[config.mk]
export PLATFORM = sky130hd
export DESIGN_NAME = mem_access_ctrl
export DESIGN_NICKNAME = d
export VERILOG_FILES = /design/src/rtl/mem_access_ctrl_pkg.sv /design/src/rtl/mem_access_ctrl_lane_align.sv /design/src/rtl/mem_access_ctrl.sv
export SDC_FILE = /design/constraint.sdc
export NUM_CORES = 1
export LEC_CHECK = 0
export BUFFER_PORTS_ARGS = -buffer_cell sky130_fd_sc_hd__buf_2
export CAP_MARGIN = 20
export CELL_PAD_IN_SITES_DETAIL_PLACEMENT = 2
export CELL_PAD_IN_SITES_GLOBAL_PLACEMENT = 2
export CORE_MARGIN = 2
export CORE_UTILIZATION = 28
export DETAILED_ROUTE_END_ITERATION = 10
export GPL_ROUTABILITY_DRIVEN = 0
export PLACE_DENSITY = 0.9
export SLEW_MARGIN = 20
export SYNTH_ARGS = -nofsm -noshare
export SYNTH_HDL_FRONTEND = slang
export SYNTH_SLANG_ARGS = --single-unit
[constraint.sdc]
create_clock -name clk -period 2.5 [get_ports clk]
set_input_delay 0 -clock clk [delete_from_list [all_inputs] [get_ports clk]]
set_output_delay 0 -clock clk [all_outputs]
set_load 0.03 [all_outputs]
[src/rtl/mem_access_ctrl_pkg.sv]
// mem_access_ctrl_pkg: shared op codes, memory FSM states and bus size codes
package mem_access_ctrl_pkg;
   localparam logic [7:0] EXE_LB_OP  = 8'b1110_0000;
   localparam logic [7:0] EXE_LH_OP  = 8'b1110_0001;
   localparam logic [7:0] EXE_LW_OP  = 8'b1110_0011;
   localparam logic [7:0] EXE_LBU_OP = 8'b1110_0100;
   localparam logic [7:0] EXE_LHU_OP = 8'b1110_0101;
   localparam logic [7:0] EXE_SB_OP  = 8'b1110_1000;
   localparam logic [7:0] EXE_SH_OP  = 8'b1110_1001;
   localparam logic [7:0] EXE_SW_OP  = 8'b1110_1011;
   localparam logic [1:0] SIZE_B = 2'd0;
   localparam logic [1:0] SIZE_H = 2'd1;
   localparam logic [1:0] SIZE_W = 2'd2;
   typedef enum logic [2:0] {
      MEM_IDLE  = 3'd0,
      MEM_REQ   = 3'd1,
      MEM_WAIT  = 3'd2,
      MEM_DONE  = 3'd3,
      MEM_DRAIN = 3'd4
   } mem_state_e;
   function automatic logic [1:0] op_size(input logic [7:0] op);
      return (op == EXE_LW_OP || op == EXE_SW_OP) ? SIZE_W :
             (op == EXE_LH_OP || op == EXE_LHU_OP || op == EXE_SH_OP) ? SIZE_H : SIZE_B;
   endfunction
endpackage

[src/rtl/mem_access_ctrl_lane_align.sv]
// mem_lane_align: op decode, alignment check, store lane replication and load extraction
module mem_lane_align
   import mem_access_ctrl_pkg::*;
(
   input  logic [7:0]  op_i,
   input  logic [1:0]  addr_lo_i,
   input  logic [31:0] wdata_i,
   input  logic [7:0]  ld_op_i,
   input  logic [1:0]  ld_off_i,
   input  logic [31:0] ld_raw_i,
   output logic        is_mem_o,
   output logic        is_store_o,
   output logic [1:0]  size_o,
   output logic        misalign_o,
   output logic [31:0] wdata_o,
   output logic [31:0] ld_data_o
);
   logic [7:0]  ld_b;
   logic [15:0] ld_h;
   assign is_store_o = op_i == EXE_SB_OP || op_i == EXE_SH_OP || op_i == EXE_SW_OP;
   assign is_mem_o   = is_store_o || op_i == EXE_LB_OP || op_i == EXE_LBU_OP ||
                       op_i == EXE_LH_OP || op_i == EXE_LHU_OP || op_i == EXE_LW_OP;
   assign size_o     = op_size(op_i);
   assign misalign_o = is_mem_o && ((size_o == SIZE_W && addr_lo_i != 2'b00) ||
                                    (size_o == SIZE_H && addr_lo_i[0]));
   assign wdata_o    = size_o == SIZE_B ? {4{wdata_i[7:0]}} :
                       size_o == SIZE_H ? {2{wdata_i[15:0]}} : wdata_i;
   assign ld_b       = ld_raw_i[{ld_off_i, 3'b000} +: 8];
   assign ld_h       = ld_raw_i[{ld_off_i[1], 4'b0000} +: 16];
   assign ld_data_o  = ld_op_i == EXE_LB_OP  ? {{24{ld_b[7]}}, ld_b} :
                       ld_op_i == EXE_LBU_OP ? {24'b0, ld_b} :
                       ld_op_i == EXE_LH_OP  ? {{16{ld_h[15]}}, ld_h} :
                       ld_op_i == EXE_LHU_OP ? {16'b0, ld_h} :
                       ld_op_i == EXE_LW_OP  ? ld_raw_i : 32'b0;
endmodule

[src/rtl/mem_access_ctrl.sv]
// mem_access_ctrl: memory-stage FSM driving a split address/data bus handshake
module mem_access_ctrl
   import mem_access_ctrl_pkg::*;
#(
   parameter int ADDR_W = 32,
   parameter int DATA_W = 32
) (
   input  logic              clk,
   input  logic              rst,
   input  logic              valid_i,
   input  logic [7:0]        op_i,
   input  logic [ADDR_W-1:0] addr_i,
   input  logic [DATA_W-1:0] wdata_i,
   input  logic              flush_i,
   input  logic              hold_i,
   output logic              stall_o,
   output logic [DATA_W-1:0] rdata_o,
   output logic              done_o,
   output logic              adel_o,
   output logic              ades_o,
   output logic [ADDR_W-1:0] badvaddr_o,
   output logic              data_req,
   output logic              data_wr,
   output logic [1:0]        data_size,
   output logic [ADDR_W-1:0] data_addr,
   output logic [DATA_W-1:0] data_wdata,
   input  logic              data_addr_ok,
   input  logic              data_data_ok,
   input  logic [DATA_W-1:0] data_rdata
);
   mem_state_e        state_q, state_d;
   logic [7:0]        op_q, op_d;
   logic [ADDR_W-1:0] addr_q, addr_d;
   logic [1:0]        size_q, size_d;
   logic              wr_q, wr_d;
   logic [DATA_W-1:0] wdata_q, wdata_d, rdata_q, rdata_d;
   logic              is_mem, is_store, misalign, mem_op, err, issue, req, stall, from_in;
   logic [1:0]        size;
   logic [DATA_W-1:0] wdata_rep, ld_data;

   mem_lane_align u_lane (
      .op_i       (op_i),
      .addr_lo_i  (addr_i[1:0]),
      .wdata_i    (wdata_i),
      .ld_op_i    (op_q),
      .ld_off_i   (addr_q[1:0]),
      .ld_raw_i   (data_rdata),
      .is_mem_o   (is_mem),
      .is_store_o (is_store),
      .size_o     (size),
      .misalign_o (misalign),
      .wdata_o    (wdata_rep),
      .ld_data_o  (ld_data)
   );

   assign mem_op = valid_i & is_mem;
   assign err    = mem_op & misalign & (state_q == MEM_IDLE || state_q == MEM_DRAIN);
   assign issue  = mem_op & ~misalign & ~flush_i & (state_q == MEM_IDLE);

   // next state, bus request and latching of the accepted access
   always_comb begin
      state_d = state_q;
      op_d    = op_q;
      addr_d  = addr_q;
      size_d  = size_q;
      wr_d    = wr_q;
      wdata_d = wdata_q;
      rdata_d = rdata_q;
      req     = 1'b0;
      stall   = 1'b0;
      case (state_q)
         MEM_IDLE: begin
            req   = issue;
            stall = issue;
            if (issue) begin
               op_d    = op_i;
               addr_d  = addr_i;
               size_d  = size;
               wr_d    = is_store;
               wdata_d = wdata_rep;
               state_d = data_addr_ok ? MEM_WAIT : MEM_REQ;
            end
         end
         MEM_REQ: begin
            req     = ~flush_i;
            stall   = 1'b1;
            state_d = flush_i ? MEM_IDLE : data_addr_ok ? MEM_WAIT : MEM_REQ;
         end
         MEM_WAIT: begin
            stall   = 1'b1;
            rdata_d = (data_data_ok && !flush_i) ? ld_data : rdata_q;
            state_d = data_data_ok ? (flush_i ? MEM_IDLE : MEM_DONE) : flush_i ? MEM_DRAIN : MEM_WAIT;
         end
         MEM_DONE: state_d = (flush_i || !hold_i) ? MEM_IDLE : MEM_DONE;
         MEM_DRAIN: begin
            stall   = mem_op & ~misalign;
            state_d = data_data_ok ? MEM_IDLE : MEM_DRAIN;
         end
         default: state_d = MEM_IDLE;
      endcase
   end

   // state register and latched access fields
   always_ff @(posedge clk or negedge rst) begin
      if (!rst) begin
         state_q <= MEM_IDLE;
         op_q    <= '0;
         addr_q  <= '0;
         size_q  <= '0;
         wr_q    <= 1'b0;
         wdata_q <= '0;
         rdata_q <= '0;
      end else begin
         state_q <= state_d;
         op_q    <= op_d;
         addr_q  <= addr_d;
         size_q  <= size_d;
         wr_q    <= wr_d;
         wdata_q <= wdata_d;
         rdata_q <= rdata_d;
      end
   end

   // in IDLE the bus is fed straight from the inputs; later the latched copy holds it stable
   assign from_in    = state_q == MEM_IDLE;
   assign stall_o    = rst & stall;
   assign data_req   = rst & req;
   assign data_wr    = data_req & (from_in ? is_store : wr_q);
   assign data_size  = data_req ? (from_in ? size : size_q) : SIZE_B;
   assign data_addr  = data_req ? (from_in ? addr_i : addr_q) : '0;
   assign data_wdata = data_req ? (from_in ? wdata_rep : wdata_q) : '0;
   assign done_o     = rst & (state_q == MEM_DONE);
   assign rdata_o    = done_o ? rdata_q : '0;
   assign adel_o     = rst & err & ~is_store;
   assign ades_o     = rst & err & is_store;
   assign badvaddr_o = (rst & err) ? addr_i : '0;
endmodule
Word-level counts from Yosys, hierarchy flattened
Cells that the tools add are included.
Widths: inputs -> output; s select.
- shift operators: 2
- equality and inequality tests: 20
- multiplexer cells: 29
- reductions and logical operators: 25
- bitwise operators: 16
- operators by type and width (operator ; count):
    $mux 32 ; 13
    $eq 8x8->1 const B ; 13
    $shiftx 32x6->16 ; 1
    $shiftx 32x6->8 ; 1
    $pmux 3 s5 ; 1
    $mux 2 ; 7
    $and 1x1->1 ; 13
    $logic_or 1x1->1 ; 13
    $mux 3 ; 4
    $eq 3x2->1 const B ; 2
    $logic_and 1x1->1 ; 4
    $reduce_and 2->1 ; 2
    $eq 3x1->1 const B ; 1
    $eq 3x3->1 const B ; 1
    $logic_not 3->1 ; 1
    $not 1->1 ; 3
    $pmux 1 s3 ; 1
    $eq 2x1->1 const B ; 1
    $eq 2x2->1 const B ; 1
    $logic_not 1->1 ; 2
    $logic_not 2->1 ; 1
    $mux 1 ; 2
    $ne 2x2->1 const B ; 1
    $pmux 1 s2 ; 1
    2 further kinds ; 2
- register bits after elaboration: 110
- input bits: 111
- output and inout port bits: 136
- logic and storage cells: 99

Logic depth before layout (Yosys ltp)
- depth in word-level cells: 16
- gate-level depth with buffers: 8
- depth with buffers taken out: 5

Hierarchy
A second synthesis with hierarchy kept.
- cells, all modules: 614
- area, all modules: 7073.0 um2
- modules (own cells, without submodules) (module ; sequential area each (um2) ; cells each ; times used ; area each (um2)):
    mem_access_ctrl ; 2752.6 ; 417 ; 1 ; 5611.6
    mem_lane_align ; 0.0 ; 197 ; 1 ; 1461.4

Least setup slack after synthesis
Ideal clock, no wire load.
- path type: register -> output
- start: reg state_q[0]
- end: out data_wdata[10]
- stages on the path, launching flop included: 6
- data required time: 2.500 ns
- data arrival time: 2.251 ns
- path buffers: 2
- path slack: 0.249 ns
- cells stage by stage: dfrtp_1 > clkbuf_1 > nor3_1 > clkbuf_1 > nor2_1 > a211oi_1
- longest elaborated chain between the ends: 5
- elaborated cells between the ends (all ways): 7
- classes of those cells: 1 x eq/ne; 3 x mux; 2 x bitwise; 1 x reduce/logical
- ends and longest elaborated chain (what ; line ; source):
    start: declaration ; mem_access_ctrl.sv:31 ; mem_state_e state_q, state_d;
    start signal: assignment ; mem_access_ctrl.sv:114 ; state_q <= state_d;
    $logic_not 3->1 ; mem_access_ctrl.sv:58, mem_access_ctrl.sv:71, mem_access_ctrl.sv:125 ;
    $and 1x1->1 ; mem_access_ctrl.sv:58 ; assign issue = mem_op & ~misalign & ~flush_i & (state_q == MEM_IDLE);
    $pmux 1 s2 ; mem_access_ctrl.sv:71 ; case (state_q)
    $and 1x1->1 ; mem_access_ctrl.sv:127 ; assign data_req = rst & req;
    $mux 32 (*) ; mem_access_ctrl.sv:131 ; assign data_wdata = data_req ? (from_in ? wdata_rep : wdata_q) : '0;
    end: declaration ; mem_access_ctrl.sv:26 ; output logic [DATA_W-1:0] data_wdata,
Mark *: on every way between the ends. The rest lies on a longest branch, timed or not.

Final worst setup path
- start: reg state_q[1]
- end: out data_wdata[19]
Same word-level chain as after synthesis.

==> flow_summary.yaml <==
sta:
  setup_tns_ns: 0
  setup_viol_count_final: 0
  worst_pin_slew_ns: 0.754
  hold_violations: 0
  rsz0062_at_grt: "false"
  finalMaxSlewViolations: 0
  maxSlewHeadroom_pct: 49.7
  finalCritPeriodShare_pct: 95.6
  min_period_ns: 2.39
  max_freq_mhz: 418
  finClkSkew_ns: 0.0187
global_routing:
  met1_usage_pct: 27.8
  track_usage_pct: 24.2
  grtUsageMet2_pct: 43.4
  met3_usage_pct: 5.16
  grt_pass1_vias: 8445
  grt_max_degree: 81
  grt-busiest-layer: "met2"
  grt_pass1_wl_mm: 48.7
  grt_overflow: 0
  antenna_found_initial: 5
logic_synthesis:
  yosys.area.top_type_share_pct: 40.8
  syn-instance-count: 778
  synthTopCellsByCount: "141 x nand2_1, 110 x dfrtp_1, 94 x a21oi_1"
  synthArstFlopShare_pct: 100
  yosysWarnings: 0
  ys_seq_area_share_pct: 40.8
  synth_edf_count: 0
  syn_avg_cell_area_um2: 8.67
  synthMostInstantiatedCell: "nand2_1"
  synth_ff_type: "dfrtp_1"
  ys_types: 45
  synth_nets: 889
  synthTopCellsByArea: "dfrtp_1 41%, nand2_1 7.9%, a21oi_1 7.0%, mux2_4 4.9%, mux2_2 3.8%"
  synth-seq-cells: 110
  synth_area_leader_cell: "dfrtp_1"
  netlist_area_um2: 6740
cts:
  clk_transition_reported_paths_ns: 0.08
  clk_latency_ns: 0.37
  cts_num_sinks: 110
  cts_buffers: 9
  h-tree-depth: 3
  clk_path_buf_depth: 2
  clock-root-buffer: "clkbuf_16"
  cts_tree: "yes"
die:
  ioPinCount: 247
  die_h_um: 159
  dieArea_um2: 25300
  start_util_pct: 28.6
  die_x_um: 159
  core_um2: 23500
  num_rows: 56
drt:
  final_antenna_net_count: 0
  wire_per_inst_um: 22.9
  viasPerCell: 5.31
  drc: 0
  routed_wirelength_mm: 31.4
  vias: 7292
  drtIter0Drc: 310
  dr.pass1.iters: 4
power:
  internal_power_w: 0.00399
  power.ir.vdd_worst_mv: 0.394
  p_switching_w: 0.00286
  switching_share_pct: 41.7
  p_seq_share_pct: 37.2
  power_frac_comb_pct: 40.9
  power_density_nw_per_um2: 743
  p_clk_share_pct: 21.9
  p_leak_nw: 4.83
setup_path:
  cp-end-kind: "primary output"
  arrival_ns: 2.39
  worstSetupPathType: "reg -> out"
  cp_max_fo: 56
  slowest_delay_ns: 0.45
  cpMaxStageDelayCell: "dfrtp_1"
  cp-start-kind: "flip-flop"
  cp_cell_sequence: "buf_4 -> nor3_2 -> buf_12 -> nor2_1 -> a211oi_1 -> buf_2"
  worstPathRequired_ns: 2.50
finish:
  nNetsFinal: 1153
  syn_to_final_growth_pct: 36.8
  drive_gt1_share_pct: 33.9
  n_fill_cell: 2645
  fin_cells: 1372
min_path:
  holdCritPathClass: "in -> reg"
run:
  max-cap-violations: 0
placed_design:
  hpwl_mm: 21.3
  placed_cells: 1302
  io_buffer_count: 246
status:
  outcome: "completed"
## worst max-delay path, delay by kind of cell (launching register included)
family | cells | cell delay (ns)
AO/OA/AOI/OAI | 1 | 0.33
flip-flops | 1 | 0.45
buffers and inverters | 3 | 0.76
AND/OR/NAND/NOR | 2 | 0.45
## state kept, by name (all words and copies together) (netlist names)
signal	flops
op_q	8
wr_q	1
wdata_q	32
size_q	2
addr_q	32
state_q	3
rdata_q	32
## routing by layer
metal	share of wire [%]	vias to the layer above
li1	-	3264
met1	41	3677
met2	51	290
met3	5.3	61
met4	3.3	0
met5	0	-
## area by class of cell
type                    instances  area, um^2  area share, %
well taps                     319         399           4.33
inverters                       5        18.8          0.203
repair buffers                323        2000           21.7
flip-flops and latches        110        2750           29.8
clock inverters                 6        61.3          0.665
diodes                          6        15.0          0.163
multi-input cells             593        3740           40.5
clock buffers                  10         239           2.59
## power by group through the flow
stage	Combinational, W	Clock, W	Sequential, W
global route	0.00303	0.00161	0.00261
global placement	0.00254	0	0.00252
finish	0.00280	0.00150	0.00255
floorplan	0.00174	0	0.00244
CTS	0.00273	0.00155	0.00254
detailed placement	0.00266	0	0.00257
## worst paths after layout
check / end / cells past startpoint / start / slack (ns)
worst max-delay path: data_wdata[19] / 6 / state_q[1] / 0.11
worst min-delay path: wdata_q[16] / 3 / wdata_i[16] / 0.01
worst max register to register: addr_q[26] / 4 / state_q[2] / 0.23
worst min register to register: op_q[6] / 1 / op_q[6] / 0.48
max in group asynchronous: addr_q[21] / 4 / rst / 1.11
min in group asynchronous: rdata_q[29] / 3 / rst / 0.31
## kinds of logic after synthesis
kind of cell,count (synthesis),share of synthesized area [%]
simple gates,312,22.0
compound gates,208,18.9
flops,110,40.8
buf+inv,76,4.92
mux,72,13.3
## cells in the final DEF (no fill, tap or decap), types with 3 or more instances in the layout
| cell | count |
|---|---|
| nor2b_1 | 10 |
| inv_1 | 5 |
| inv_6 | 3 |
| clkbuf_16 | 9 |
| nor4_1 | 6 |
| mux2i_1 | 24 |
| o21ai_0 | 41 |
| and3_1 | 34 |
| nor2_1 | 54 |
| nand2b_1 | 8 |
| o22a_1 | 24 |
| a211oi_1 | 25 |
| a31oi_1 | 9 |
| mux2_4 | 22 |
| dlygate4sd3_1 | 46 |
| buf_6 | 3 |
| mux4_2 | 3 |
| buf_4 | 24 |
| nand3_1 | 3 |
| buf_12 | 5 |
| nor3_1 | 3 |
| a22o_1 | 6 |
| a21oi_1 | 93 |
| mux2_2 | 23 |
| dfrtp_1 | 110 |
| nand2_1 | 141 |
| and2_1 | 34 |
| diode_2 | 6 |
| buf_2 | 245 |
## metrics by stage
stage / hold slack [ns] / instance area, um^2 / utilization (%) / power, W / worst slack (ns)
after global placement: 0.125 / 8400 / 35.7 / 0.00506 / 0.298
after CTS: 0.00131 / 9160 / 38.9 / 0.00682 / 0.0104
after floorplan: -0.296 / 6740 / - / 0.00418 / 0.249
after detailed placement: 0.130 / 8400 / 35.7 / 0.00523 / 0.123
final: 0.0103 / 9230 / 39.2 / 0.00685 / 0.110
after global routing: 0.0357 / 9220 / 39.2 / 0.00725 / 0.0108
## repair_timing
item,CTS,global route
gates resized for setup,1,6
hold endpoints to repair,81,0
setup endpoints to repair,49,27
buffers inserted,0,1
hold buffers,46,0
pin swaps,0,1
cloned,0,1
(Power assumes the default switching activity.)
